===== src/rtl/phase_timer_scheduler_pkg.sv =====
// Shared codes for the phase timer scheduler: timing tables, light codes,
// scheduler states and the table arbitration rule.
package phase_timer_scheduler_pkg;

  localparam int CLK_HZ_DEFAULT = 10000;

  typedef enum logic [1:0] {
    TBL_A = 2'b00,
    TBL_B = 2'b01,
    TBL_C = 2'b10,
    TBL_D = 2'b11
  } table_t;

  typedef enum logic [1:0] {
    LIGHT_RED    = 2'b00,
    LIGHT_YELLOW = 2'b01,
    LIGHT_GREEN  = 2'b10,
    LIGHT_OFF    = 2'b11
  } light_t;

  typedef enum logic [1:0] {
    ST_OFF     = 2'b00,
    ST_DONE    = 2'b01,
    ST_CAPTURE = 2'b10,
    ST_RUN     = 2'b11
  } sched_state_t;

  // Exactly one active sensor selects its table; none or several fall back to A.
  function automatic table_t table_select(input logic snn, input logic sns, input logic sth);
    table_t sel;
    sel = TBL_A;
    if (sth && !snn && !sns) sel = TBL_B;
    else if (snn && !sns && !sth) sel = TBL_C;
    else if (sns && !snn && !sth) sel = TBL_D;
    return sel;
  endfunction

endpackage


===== src/rtl/phase_timer_scheduler_sensor_debounce.sv =====
// Two-flop synchronizer followed by a stability-counter debouncer for one
// raw asynchronous vehicle sensor.
module sensor_debounce
  import phase_timer_scheduler_pkg::*;
#(
  parameter int DEBOUNCE_CYC = 500
) (
  input  logic clk,
  input  logic reset,
  input  logic raw,
  output logic level
);

  localparam int CW = (DEBOUNCE_CYC > 1) ? $clog2(DEBOUNCE_CYC) : 1;
  localparam logic [CW-1:0] CNT_MAX = CW'(DEBOUNCE_CYC - 1);

  logic            meta;
  logic            sync;
  logic            sync_prev;
  logic [CW-1:0]   stable_cnt;

  // sync_prev holds the level the counter is currently timing.
  always_ff @(posedge clk) begin
    if (reset) begin
      meta       <= 1'b0;
      sync       <= 1'b0;
      sync_prev  <= 1'b0;
      stable_cnt <= '0;
      level      <= 1'b0;
    end else begin
      meta      <= raw;
      sync      <= meta;
      sync_prev <= sync;
      if (sync != sync_prev) stable_cnt <= '0;
      else if (stable_cnt != CNT_MAX) stable_cnt <= stable_cnt + CW'(1);
      if (stable_cnt == CNT_MAX) level <= sync_prev;
    end
  end

endmodule


===== src/rtl/phase_timer_scheduler.sv =====
// Phase timer for the light sequencer: counts whole seconds of each phase,
// pulses finished between phases and picks the timing table from the sensors.
module phase_timer_scheduler
  import phase_timer_scheduler_pkg::*;
#(
  parameter int CLK_HZ       = CLK_HZ_DEFAULT,
  parameter int DEBOUNCE_CYC = 500
) (
  input  logic        clk,
  input  logic        reset,
  input  logic        enable_general,
  input  logic        snn,
  input  logic        sns,
  input  logic        sth,
  input  logic [15:0] seconds_to_count,
  output logic        finished,
  output logic [1:0]  tabla,
  output logic [15:0] remaining,
  output logic        second_tick
);

  localparam int PW = (CLK_HZ > 1) ? $clog2(CLK_HZ) : 1;
  localparam logic [PW-1:0] PRESC_MAX = PW'(CLK_HZ - 1);

  sched_state_t  state_q;
  sched_state_t  state_d;
  logic [PW-1:0] presc;
  table_t        tabla_q;
  logic          deb_snn;
  logic          deb_sns;
  logic          deb_sth;

  sensor_debounce #(.DEBOUNCE_CYC(DEBOUNCE_CYC)) u_deb_snn (
    .clk(clk), .reset(reset), .raw(snn), .level(deb_snn)
  );
  sensor_debounce #(.DEBOUNCE_CYC(DEBOUNCE_CYC)) u_deb_sns (
    .clk(clk), .reset(reset), .raw(sns), .level(deb_sns)
  );
  sensor_debounce #(.DEBOUNCE_CYC(DEBOUNCE_CYC)) u_deb_sth (
    .clk(clk), .reset(reset), .raw(sth), .level(deb_sth)
  );

  assign finished    = (state_q == ST_DONE);
  assign second_tick = enable_general && (state_q == ST_RUN) && (presc == PRESC_MAX);
  assign tabla       = tabla_q;

  always_ff @(posedge clk) begin
    if (reset) state_q <= ST_DONE;
    else       state_q <= state_d;
  end

  always_comb begin
    state_d = state_q;
    unique case (state_q)
      ST_OFF:     state_d = ST_DONE;
      ST_DONE:    state_d = ST_CAPTURE;
      ST_CAPTURE: state_d = (seconds_to_count != 16'd0) ? ST_RUN : ST_DONE;
      ST_RUN:     if (second_tick && remaining <= 16'd1) state_d = ST_DONE;
      default:    state_d = ST_OFF;
    endcase
    if (!enable_general) state_d = ST_OFF;
  end

  // The sequencer updates seconds_to_count on the finished edge, so it is
  // sampled in CAPTURE, never earlier.
  always_ff @(posedge clk) begin
    if (reset) begin
      remaining <= 16'd0;
      presc     <= '0;
      tabla_q   <= TBL_A;
    end else if (!enable_general) begin
      remaining <= 16'd0;
      presc     <= '0;
    end else begin
      unique case (state_q)
        ST_DONE: tabla_q <= table_select(deb_snn, deb_sns, deb_sth);
        ST_CAPTURE: begin
          remaining <= seconds_to_count;
          presc     <= '0;
        end
        ST_RUN: begin
          presc <= second_tick ? '0 : presc + PW'(1);
          if (second_tick) remaining <= (remaining > 16'd1) ? remaining - 16'd1 : 16'd0;
        end
        default: ;
      endcase
    end
  end

endmodule


===== config.mk =====
export PLATFORM = sky130hd
export DESIGN_NAME = phase_timer_scheduler
export DESIGN_NICKNAME = d
export VERILOG_FILES = /design/src/rtl/phase_timer_scheduler_pkg.sv /design/src/rtl/phase_timer_scheduler_sensor_debounce.sv /design/src/rtl/phase_timer_scheduler.sv
export SDC_FILE = /design/constraint.sdc
export NUM_CORES = 1
export LEC_CHECK = 0
export BUFFER_PORTS_ARGS = -buffer_cell sky130_fd_sc_hd__buf_2
export CORE_MARGIN = 2
export CORE_UTILIZATION = 63
export DETAILED_ROUTE_END_ITERATION = 6
export PLACE_DENSITY = 0.88
export SLEW_MARGIN = 10
export SYNTH_ARGS = -nofsm -noshare
export SYNTH_HDL_FRONTEND = slang
export SYNTH_SLANG_ARGS = --single-unit

===== constraint.sdc =====
create_clock -name clk -period 2.95 [get_ports clk]
set_input_delay 0.59 -clock clk [delete_from_list [all_inputs] [get_ports clk]]
set_output_delay 0.59 -clock clk [all_outputs]
set_load 0.01 [all_outputs]

# Word level (Yosys, flattened, before mapping)
# Cells that the tools add are included.
[word_totals] reg_bits=73 in_bits=22 out_inout_bits=20 elab_cells=77
[classes] addsub=5 order_cmp=2 n_eq_ne=16 muxes=12 bitwise_logic=1 n_reduce_logical=21
[ops] operator="16-bit two-way mux" count=2
[ops] operator="16-bit one-hot mux with 2 select lines" count=1
[ops] operator="14-bit one-hot mux with 2 select lines" count=1
[ops] operator="9-bit by 1-bit adder with 9-bit output (second input constant)" count=3
[ops] operator="9-bit equality test (second input constant)" count=3
[ops] operator="9-bit != test (second input constant)" count=3
[ops] operator="16-bit by 1-bit greater-than comparator with 1-bit output (second input constant)" count=1
[ops] operator="16-bit by 1-bit less-or-equal comparator with 1-bit output (second input constant)" count=1
[ops] operator="16-bit nonzero test" count=1
[ops] operator="16-bit by 1-bit subtractor with 16-bit output (second input constant)" count=1
[ops] operator="14-bit by 1-bit adder with 14-bit output (second input constant)" count=1
[ops] operator="14-bit equality test (second input constant)" count=1
[ops] operator="14-bit two-way mux" count=1
[ops] operator="2-bit two-way mux" count=5
[ops] operator="1-bit logical AND" count=9
[ops] operator="2-bit one-hot mux with 4 select lines" count=1
[ops] operator="2-bit OR reduction" count=4
[ops] operator="2-bit equality test (second input constant)" count=2
[ops] operator="2-bit AND reduction" count=2
[ops] operator="1-bit zero test" count=3
[ops] operator="1-bit != test" count=3
[ops] operator="3-bit by 2-bit != test with 1-bit output (second input constant)" count=1
[ops] operator="2-bit by 1-bit equality test with 1-bit output (second input constant)" count=1
[ops] operator="2-bit zero test" count=1
[ops] operator="5 further kinds" count=5

# Longest topological paths before layout
# Gate-level depths: netlist of run 1.
[logic_depth] word_depth=7 mapped_depth=9 depth_no_buf=7

# Modules after synthesis
# A second synthesis of run 1 with hierarchy kept.
[hier_totals] hier_cells=443 area_unflattened_um2=3801.1
[by_module_without_submodules] mod="phase_timer_scheduler" instances=1 cells_per_inst=266 area_per_inst_um2=2142.1 seq_area_each_um2=680.7
[by_module_without_submodules] mod="sensor_debounce" instances=3 cells_per_inst=59 area_per_inst_um2=553.0 seq_area_each_um2=260.2

# Least setup slack after synthesis of run 1
# Ideal clock, no wire load.
[synth_path] kind="register to register" start="register remaining[0]" end="register remaining[7]" setup_time_ns=0.074 arrival_ns=1.899 t_required_ns=2.876 setup_slack_ns=0.977 path_stages_with_launch=8 path_buffers=0 period_less_slack_ns=1.973 path_cell_list="dfxtp_1 inv_1 ha_1 nor2_1 nor4_4 a21o_4 or4_1 a31oi_1"
[synth_between] elab_chain_len=4 elab_cells_between_ends=5 cone_classes="add/sub (1); order compare (1); mux (3)"
[synth_rtl] element="start, declared" line="phase_timer_scheduler.sv:18" rtl="output logic [15:0] remaining,"
[synth_rtl] element="start signal, assigned" line="phase_timer_scheduler.sv:78" rtl="remaining <= seconds_to_count;"
[synth_rtl] element="start signal, assigned" line="phase_timer_scheduler.sv:83" rtl="if (second_tick) remaining <= (remaining > 16'd1) ? remaining - 16'd1 : 16'd0;"
[synth_rtl] element="16-bit by 1-bit subtractor with 16-bit output or 16-bit by 1-bit greater-than comparator with 1-bit output (tied branches)" line="phase_timer_scheduler.sv:83"
[synth_rtl] element="16-bit two-way mux * (2 in a row)" line="phase_timer_scheduler.sv:83"
[synth_rtl] element="16-bit one-hot mux with 2 select lines *" line="phase_timer_scheduler.sv:75" rtl="unique case (state_q)"
# Mark *: on every way between the ends. The rest lies on a longest branch, timed or not. The select of a mux whose other input is x is not followed.
# A chain may end at the register's enable or synchronous reset.

# Final worst setup path of run 1
[layout_path] start="register state_q[0]" end="register presc[9]"
[layout_between] elab_chain_len=5 elab_cells_between_ends=7 cone_classes="eq/ne (2); mux (2); reduce/logical (3)"
[layout_rtl] element="start, declared" line="phase_timer_scheduler.sv:25" rtl="sched_state_t state_q;"
[layout_rtl] element="start signal, assigned" line="phase_timer_scheduler.sv:49" rtl="else state_q <= state_d;"
[layout_rtl] element="2-bit equality test" line="phase_timer_scheduler.sv:44, phase_timer_scheduler.sv:75"
[layout_rtl] element="1-bit logical AND (2 in a row)" line="phase_timer_scheduler.sv:44" rtl="assign second_tick = enable_general && (state_q == ST_RUN) && (presc == PRESC_MAX);"
[layout_rtl] element="14-bit two-way mux" line="phase_timer_scheduler.sv:82" rtl="presc <= second_tick ? '0 : presc + PW'(1);"
[layout_rtl] element="14-bit one-hot mux with 2 select lines" line="phase_timer_scheduler.sv:75"
[layout_rtl] element="end signal, assigned" line="phase_timer_scheduler.sv:82"
[layout_rtl] element="end, declared" line="phase_timer_scheduler.sv:27" rtl="logic [PW-1:0] presc;"
# Parallel ways exist; a longest one is shown, timed or not.

==> results of run 1 <==
[flip-flops by register name (all words and copies together), names as in the netlist, 2 cells and up]
signal	cells
remaining	16
state_q	2
presc	14
tabla	2
u_deb_sth.stable_cnt	9
u_deb_sns.stable_cnt	9
u_deb_snn.stable_cnt	9
[layout make-up]
class / count / area (µm²)
clock buffers: 12 / 155.1
clock inverters: 4 / 27.53
fillers: 429 / 1476
inverters: 11 / 41.29
multi-input cells: 333 / 2079
flip-flops and latches: 73 / 1461
well taps: 72 / 90.09
repair buffers: 46 / 242.7
[routing by layer]
| metal | routed length, µm | vias up |
|---|---|---|
| li1 | - | 1687 |
| met1 | 3688 | 1686 |
| met2 | 4255 | 119 |
| met3 | 511 | 16 |
| met4 | 163 | 0 |
| met5 | 0 | - |
[per-stage QoR]
step | utilization, % | hold slack [ps] | worst slack (ps) | cell area, µm²
after CTS | 73.51 | 429.0 | 451.6 | 4098
after global placement | 70.24 | 419.7 | 582.1 | 3915
after global routing | 73.51 | 440.8 | 163.1 | 4098
final | 73.51 | 435.6 | 421.3 | 4098
after floorplan | - | 413.8 | 977.1 | 3681
after detailed placement | 70.24 | 428.1 | 489.9 | 3915
[power groups by stage]
stage / Sequential, mW / Combinational, mW / Clock (mW)
4_1_cts: 1.03 / 0.251 / 0.736
5_1_grt: 1.04 / 0.279 / 0.777
3_5_place_dp: 1.05 / 0.246 / 0
6_report: 1.03 / 0.255 / 0.731
2_1_floorplan: 1.05 / 0.175 / 0
3_3_place_gp: 1.05 / 0.238 / 0
[critical path: stages (launching register included)]
cell,delay (ps)
dfxtp_1,410
ha_1,490
inv_1,240
nor2_1,790
o21ai_0,200
a311oi_1,310
[placed cells by master (no fill, tap or decap), types with 6 or more instances in the layout]
cell type,Yosys,layout
a21oi_1,22,22
a311oi_1,6,6
a31oi_1,9,9
and3_1,6,6
buf_2,4,41
clkbuf_8,0,11
dfxtp_1,73,73
ha_1,9,9
inv_1,11,11
mux2i_1,7,7
nand2_1,39,39
nand3_1,20,20
nand4_1,10,10
nor2_1,44,44
nor2b_1,14,14
nor3_1,15,15
nor4_1,10,10
o21ai_0,24,24
or3_1,11,11
xnor2_1,11,11
xor2_1,10,10
[kinds of logic (layout without fill, tap and decap cells)]
family,Yosys count,count (layout)
compound gates,99,99
mux,10,10
flops,73,73
simple gates,194,194
fa+ha+maj,9,9
xor+xnor,21,21
buf+inv,33,73
[synthesized netlist by cell type (all sizes together), types with 6 or more instances]
master  number  share of area (%)
a21oi       23                3.2
a311oi       6                1.4
a31oi        9                1.5
and3         6                1.0
buf          7                1.2
clkbuf      15                1.5
dfxtp       73                 40
ha           9                3.1
inv         11                1.1
mux2i        7                1.9
nand2       39                4.0
nand3       20                2.7
nand4       10                1.7
nor2        44                4.5
nor2b       14                2.4
nor3        16                2.3
nor4        11                2.3
o21ai       26                3.6
or3         11                1.9
xnor2       11                2.6
xor2        10                2.4
[how the worst min path moves through the flow]
stage / start / endpoint / depth (start not counted)
3_5_place_dp: u_deb_snn.meta / u_deb_snn.sync / 1
2_1_floorplan: u_deb_snn.meta / u_deb_snn.sync / 1
5_1_grt: snn / u_deb_snn.meta / 2
3_3_place_gp: u_deb_sth.meta / u_deb_sth.sync / 1
6_report: sth / u_deb_sth.meta / 2
4_1_cts: sth / u_deb_sth.meta / 2
==> reports/metrics.yaml, run 1 <==
worst_setup_path:
  critPathLaunch: "state_q[0]"
  crit_end: "presc[9]"
  end_kind: "register"
  r2r_setup_slack_ps: 420
  critPathArrivalTime_ps: 2800
  cp_max_fo: 16
  r2r-end: "presc[9]"
  start_kind: "register"
  cp.required_ps: 3220
  timing.rr.start: "state_q[0]"
  r2r.worst_path.cells: 5
  crit_type: "reg2reg"
routing:
  post-route-drc-count: 0
  drt_iter0_drc: 149
  post_drt_wl_per_cell_um: 15.64
  drt_wl_total_um: 8618
  antenna_left: 0
  drt-pass1-iter-count: 4
  vias: 3508
  viasPerCell: 6.367
global_route:
  grt_overflow_total: 0
  grt_max_degree: 21
  grt_pass1_vias: 3215
  grt_pass1_wl_um: 14460
  met2_usage_pct: 48.33
  antenna_found_initial: 0
  met1_usage_pct: 34.44
  met3_usage_pct: 5.955
  gr-usage-all-layers_pct: 28.65
  busiest_layer: "met2"
sta:
  fin_crit_ps: 2529
  finClkSkew_ps: 8.482
  fin_crit_sh_pct: 85.72
  drv_slew: 0
  slew_headroom_pct: 35.82
  setup_tns_ps: 0
  tightest_slew_ps: 959.2
  rsz0062_at_grt: "false"
  setup_viol: 0
  finalHoldViolations: 0
  fmaxAchievable_mhz: 395.5
synthesis:
  synth_simple_gate_area_share_pct: 27.53
  synth_top_family_by_area: "simple AND/OR/NAND/NOR gates"
  ys_seq_elements: 73
  syn-cell-area_um2: 3681
  synth-warning-count: 0
  syn_inst: 439
  synthAdderAreaFrac_pct: 3.059
  synth_xor_area_share_pct: 4.997
  yosys_most_used_dff: "dfxtp_1"
  synth_nets: 470
  synth.area.mux_share_pct: 2.821
  seq_area_frac_synth_pct: 39.70
  synth_edf_count: 0
  synth_cell_types: 61
  ys_async_sr_fraction_pct: 0
  syn_avg_cell_area_um2: 8.385
  synth_compound_area_share_pct: 18.08
power_and_ir_drop:
  power_frac_comb_pct: 12.6
  ir_worst_vdd_v: 0.0002631
  p_total_mw: 2.019
  p_sw_share_pct: 27.67
  p_int_mw: 1.460
  seqPwrFrac_pct: 51.1
  power_density_nw_per_um2: 492.7
  p_leak_nw: 1.584
  power.switching_mw: 0.5586
  clock_power_share_pct: 36.2
min_path:
  holdCritPathClass: "in2reg"
cts:
  cts_sinks: 73
  ctsResizeCount: 0
  cts_buffer_depth: 2
  clk_root_buffer_cell: "clkbuf_8"
  clk_pin_slew_ps: 80
  cts_buffers: 9
  cts_tree: "yes"
  htreeDepth: 3
  cts_setup_buffers: 0
  cts_hold_buf: 0
  worstSkewPairLatency_ps: 360
flow_run:
  maxCapViolCount: 0
final_layout:
  num_antenna_cells: 0
  layout-drive-gt1-share_pct: 14.82
  synthToLayoutAreaGrowth_pct: 11.32
  final_nets: 505
  fin_cells: 551
floorplan:
  die_area_um2: 6471
  die_h_um: 80.44
  num_rows: 27
  ios: 42
  start_util_pct: 66.04
  die-width_um: 80.44
  placeableCoreArea_um2: 5574
placement:
  port-buffer-count: 41
  hpwl_um: 5918
  gp_congestion: 0.9281
  post-place-cells: 535
run_status:
  status: "finished, final reports clean"
Note: power is estimated with default switching activity, not from simulation.
==> run 2: changes to the inputs <==
--- a/config.mk
+++ b/config.mk
@@ -9,7 +9,7 @@
 export CORE_MARGIN = 2
 export CORE_UTILIZATION = 63
 export DETAILED_ROUTE_END_ITERATION = 6
-export PLACE_DENSITY = 0.88
+export PLACE_DENSITY = 0.95
 export SLEW_MARGIN = 10
 export SYNTH_ARGS = -nofsm -noshare
 export SYNTH_HDL_FRONTEND = slang
==> reports/metrics.yaml, run 2 (synthesis results as in run 1) <==
run_status:
  status: "finished, final reports clean"
cts:
  cts_sinks: 73
  cts_buffer_depth: 2
  htreeDepth: 3
  cts_hold_buf: 0
  worstSkewPairLatency_ps: 350
  cts_tree: "yes"
  cts_setup_buffers: 0
  clk_pin_slew_ps: 80
  cts_buffers: 9
  clk_root_buffer_cell: "clkbuf_8"
  ctsResizeCount: 0
worst_setup_path:
  r2r-end: "presc[9]"
  cp_max_fo: 7
  cpMaxStageDelayCell: "dfxtp_1"
  cpPeakStageDelay_ps: 410
  crit_type: "reg2out"
  cp_top_family: "simple AND/OR/NAND/NOR gates"
  start_kind: "register"
  r2r.worst_path.cells: 6
  critPathArrivalTime_ps: 1890
  cp.required_ps: 2360
  timing.rr.start: "presc[0]"
  cp.buffers_inverters: 2
  end_kind: "output port"
  r2r_setup_slack_ps: 480
  crit_chain: "ha_1 > and3_1 > and4_1 > nand2_1 > inv_1 > buf_2"
sta:
  rsz0062_at_grt: "false"
  finalHoldViolations: 0
  setup_tns_ps: 0
  setup_viol: 0
  fin_crit_sh_pct: 84.14
  tightest_slew_ps: 928.1
  slew_headroom_pct: 37.90
  finClkSkew_ps: 14.40
  fin_crit_ps: 2482
  fmaxAchievable_mhz: 402.9
  postLayoutSetupSlackWorst_ps: 467.8
  drv_slew: 0
global_route:
  grt_max_degree: 31
  grt_overflow_total: 0
  antenna_found_initial: 0
  grt_pass1_vias: 3156
  gr-usage-all-layers_pct: 27.94
  grt_pass1_wl_um: 14050
power_and_ir_drop:
  power_density_nw_per_um2: 506.3
  ir_worst_vdd_v: 0.0003374
  p_leak_nw: 1.595
  p_total_mw: 2.089
routing:
  post-route-drc-count: 0
  drt_iter0_drc: 177
  drt-pass1-iter-count: 5
  antenna_left: 0
  drt_wl_total_um: 8755
  post_drt_wl_per_cell_um: 15.89
  viasPerCell: 6.330
  vias: 3488
floorplan:
  placeableCoreArea_um2: 5574
  start_util_pct: 66.04
  die_h_um: 80.44
  num_rows: 27
  die_area_um2: 6471
  ios: 42
  die-width_um: 80.44
final_layout:
  largest_register_ff_count: 16
  num_antenna_cells: 0
  final_util_pct: 74.01
  final_nets: 506
  final_common_cell: "dfxtp_1"
  fin_area_um2: 4125
  layout-drive-gt1-share_pct: 15.03
  reg_top3: "remaining x16, presc x14"
  fill_cells: 413
  final_cell_mix: "dfxtp_1, nor2_1, buf_2, nand2_1, o21ai_0"
  regMostFlops: "remaining"
  synthToLayoutAreaGrowth_pct: 12.07
placement:
  gp_congestion: 0.9938
  port-buffer-count: 41
  hpwl_um: 6188
  detailed_place.area_um2: 3923
  dp_slack_ps: 461.0
min_path:
  whs_endpoint: "u_deb_sth.sync"
  hp-start: "u_deb_sth.meta"
  hold_depth: 1
  holdCritPathClass: "reg2reg"
flow_run:
  maxCapViolCount: 0
-- run 2: per-layer routing --
layer  GRT usage (%)  part of all wire, %  up-vias
met3           6.629                  7.2       22
met5               0                    0        -
met1           33.83                   42     1614
met4           12.37                  1.9        0
li1                -                    -     1689
met2           47.00                   49      163
-- run 2: worst max path at each step --
stage / start / end / cells after the start
2_1_floorplan: remaining[0] / remaining[7] / 7
3_3_place_gp: enable_general / presc[12] / 6
3_5_place_dp: enable_general / presc[9] / 6
4_1_cts: presc[0] / second_tick / 6
5_1_grt: presc[0] / second_tick / 6
6_report: presc[0] / second_tick / 6
-- run 2: power by group --
group / switching [mW] / internal (mW)
Clock: 0.369 / 0.434
Combinational: 0.151 / 0.101
Sequential: 0.0260 / 1.01
-- run 2: final cells by class --
type / count / area, µm² / area share (%)
Clock inverter: 4 / 51.30 / 1.244
Clock buffer: 11 / 151.4 / 3.670
Sequential cell: 73 / 1461 / 35.43
Timing Repair Buffer: 47 / 250.2 / 6.066
Multi-Input combinational cell: 333 / 2079 / 50.41
Inverter: 11 / 41.29 / 1.001
Tap cell: 72 / 90.09 / 2.184
-- run 2: through the flow --
step | instances | hold WS, ps
6_report | 551 | 449.4
5_1_grt | 551 | 465.7
2_1_floorplan | 439 | 413.8
4_1_cts | 551 | 444.3
3_5_place_dp | 536 | 433.1
3_3_place_gp | 536 | 430.6
==> run 3: changes to the inputs <==
--- a/config.mk
+++ b/config.mk
@@ -7,9 +7,9 @@
 export LEC_CHECK = 0
 export BUFFER_PORTS_ARGS = -buffer_cell sky130_fd_sc_hd__buf_2
 export CORE_MARGIN = 2
-export CORE_UTILIZATION = 63
+export CORE_UTILIZATION = 53
 export DETAILED_ROUTE_END_ITERATION = 6
-export PLACE_DENSITY = 0.95
+export PLACE_DENSITY = 0.86
 export SLEW_MARGIN = 10
 export SYNTH_ARGS = -nofsm -noshare
 export SYNTH_HDL_FRONTEND = slang
==> constraint.sdc (replaced) <==
create_clock -name clk -period 2.06 [get_ports clk]
set_input_delay 0.412 -clock clk [delete_from_list [all_inputs] [get_ports clk]]
set_output_delay 0.412 -clock clk [all_outputs]
set_load 0.01 [all_outputs]
==> reports/metrics.yaml, run 3 (synthesis results as in run 1) <==
routing:
  post_drt_wl_per_cell_um: 15.57
  highest_layer: "met4"
  vias: 3518
  drt_wl_total_um: 9029
  wirelength_met1_um: 3916
  post-route-drc-count: 0
  wl_met3_um: 552
  wl_met2_um: 4410
  antenna_left: 0
  viasPerCell: 6.066
  drt-pass1-iter-count: 4
  drt_iter0_drc: 230
sta:
  fin_crit_sh_pct: 99.58
  drv_slew: 0
  setup_tns_ps: 0
  tightest_slew_ps: 527.2
  finClkSkew_ps: 9.344
  slew_headroom_pct: 64.86
  rsz0062_at_grt: "true"
  setup_viol: 0
  finalHoldViolations: 0
  whs_ps: 269.5
  fin_crit_ps: 2051
  fmaxAchievable_mhz: 487.5
min_path:
  hold_depth: 2
  whs_endpoint: "u_deb_sth.meta"
  holdCritPathClass: "in2reg"
  hp-start: "sth"
final_layout:
  reg_top3: "remaining x16, presc x14"
  final_cell_mix: "dfxtp_1, nor2_1, buf_2, nand2_1, buf_4"
  regMostFlops: "remaining"
  fill_cells: 573
  largest_register_ff_count: 16
  layout-drive-gt1-share_pct: 20.40
  final_common_cell: "dfxtp_1"
  final_nets: 526
  num_antenna_cells: 0
  synthToLayoutAreaGrowth_pct: 17.78
global_route:
  grt_pass1_wl_um: 15320
  antenna_found_initial: 0
  gr-usage-all-layers_pct: 25.27
  grt_overflow_total: 0
  grt_max_degree: 31
  grt_pass1_vias: 3464
cts:
  cts_buffer_depth: 2
  htreeDepth: 3
  cts_sinks: 73
  worstSkewPairLatency_ps: 360
  cts_tree: "yes"
  cts_buffers: 9
  clk_root_buffer_cell: "clkbuf_8"
  clk_pin_slew_ps: 80
placement:
  hpwl_um: 6564
  port-buffer-count: 41
  gp_congestion: 0.9097
worst_setup_path:
  cp_max_fo: 7
  start_kind: "register"
  cp.required_ps: 1650
  r2r-end: "remaining[7]"
  r2r_setup_slack_ps: 80
  critPathArrivalTime_ps: 1640
  crit_type: "reg2out"
  r2r.worst_path.cells: 7
  end_kind: "output port"
  timing.rr.start: "remaining[0]"
power_and_ir_drop:
  power_frac_comb_pct: 14.1
  ir_worst_vdd_v: 0.0004538
  p_leak_nw: 1.688
  p_total_mw: 2.877
  p_sw_share_pct: 28.49
  power.switching_mw: 0.8195
  clock_power_share_pct: 34.6
  power_density_nw_per_um2: 663.5
  p_int_mw: 2.057
  seqPwrFrac_pct: 51.3
floorplan:
  die-width_um: 87.34
  die_h_um: 87.34
  num_rows: 30
  placeableCoreArea_um2: 6756
  start_util_pct: 54.48
  ios: 42
  die_area_um2: 7628
run_status:
  status: "finished, final reports clean"
flow_run:
  maxCapViolCount: 0
==> run 3: power by group through the flow <==
stage	registers [mW]	clock network, mW	logic [mW]
final	1.47	0.996	0.406
after global routing	1.48	1.08	0.448
after CTS	1.47	1.02	0.396
after detailed placement	1.51	0	0.393
after global placement	1.50	0	0.382
after floorplan	1.51	0	0.250
==> run 3: worst max path at each step <==
stage	start	endpoint	cells past startpoint
floorplan	remaining[0]	remaining[7]	7
global placement	enable_general	remaining[7]	6
detailed placement	enable_general	presc[11]	8
CTS	presc[10]	second_tick	5
global route	presc[10]	second_tick	5
finish	presc[1]	second_tick	6
==> run 3: per-layer routing <==
| layer | GRT usage (%) | up-vias |
|---|---|---|
| met5 | 0 | - |
| met4 | 9.231 | 0 |
| met3 | 6.730 | 22 |
| met2 | 43.25 | 119 |
| met1 | 30.29 | 1657 |
| li1 | - | 1720 |
==> run 3: what timing repair did <==
action,in CTS,in global routing
endpoints found under the setup margin,1,6
resized for setup,10,4
pin swaps,0,1
hold buffers,0,0
setup buffers,1,0
==> run 3: per-stage QoR <==
stage,setup WS (ps),instances,utilization (%),instance area [µm²]
after detailed placement,69.71,563,60.69,4100
after floorplan,87.11,439,-,3681
after CTS,3.058,580,63.96,4322
after global placement,117.4,563,60.69,4100
after global routing,-75.73,580,64.17,4335
final,8.735,580,64.17,4335
==> run 3: cell type report <==
class	count	area, µm²	area share, %
multi-input combinational	333	2133	49.21
sequential	73	1464	33.77
timing repair buffer	67	425.4	9.812
clock buffer	10	127.6	2.944
tap	80	100.1	2.309
clock inverter	6	43.79	1.010
inverter	11	41.29	0.9524
==> run 3: critical path, cell delays in order (launching register included) <==
cell     delay [ps]
dfxtp_2         370
ha_2            200
and3_4          230
and4_4          230
nand2_1          90
inv_1            60
buf_2           120
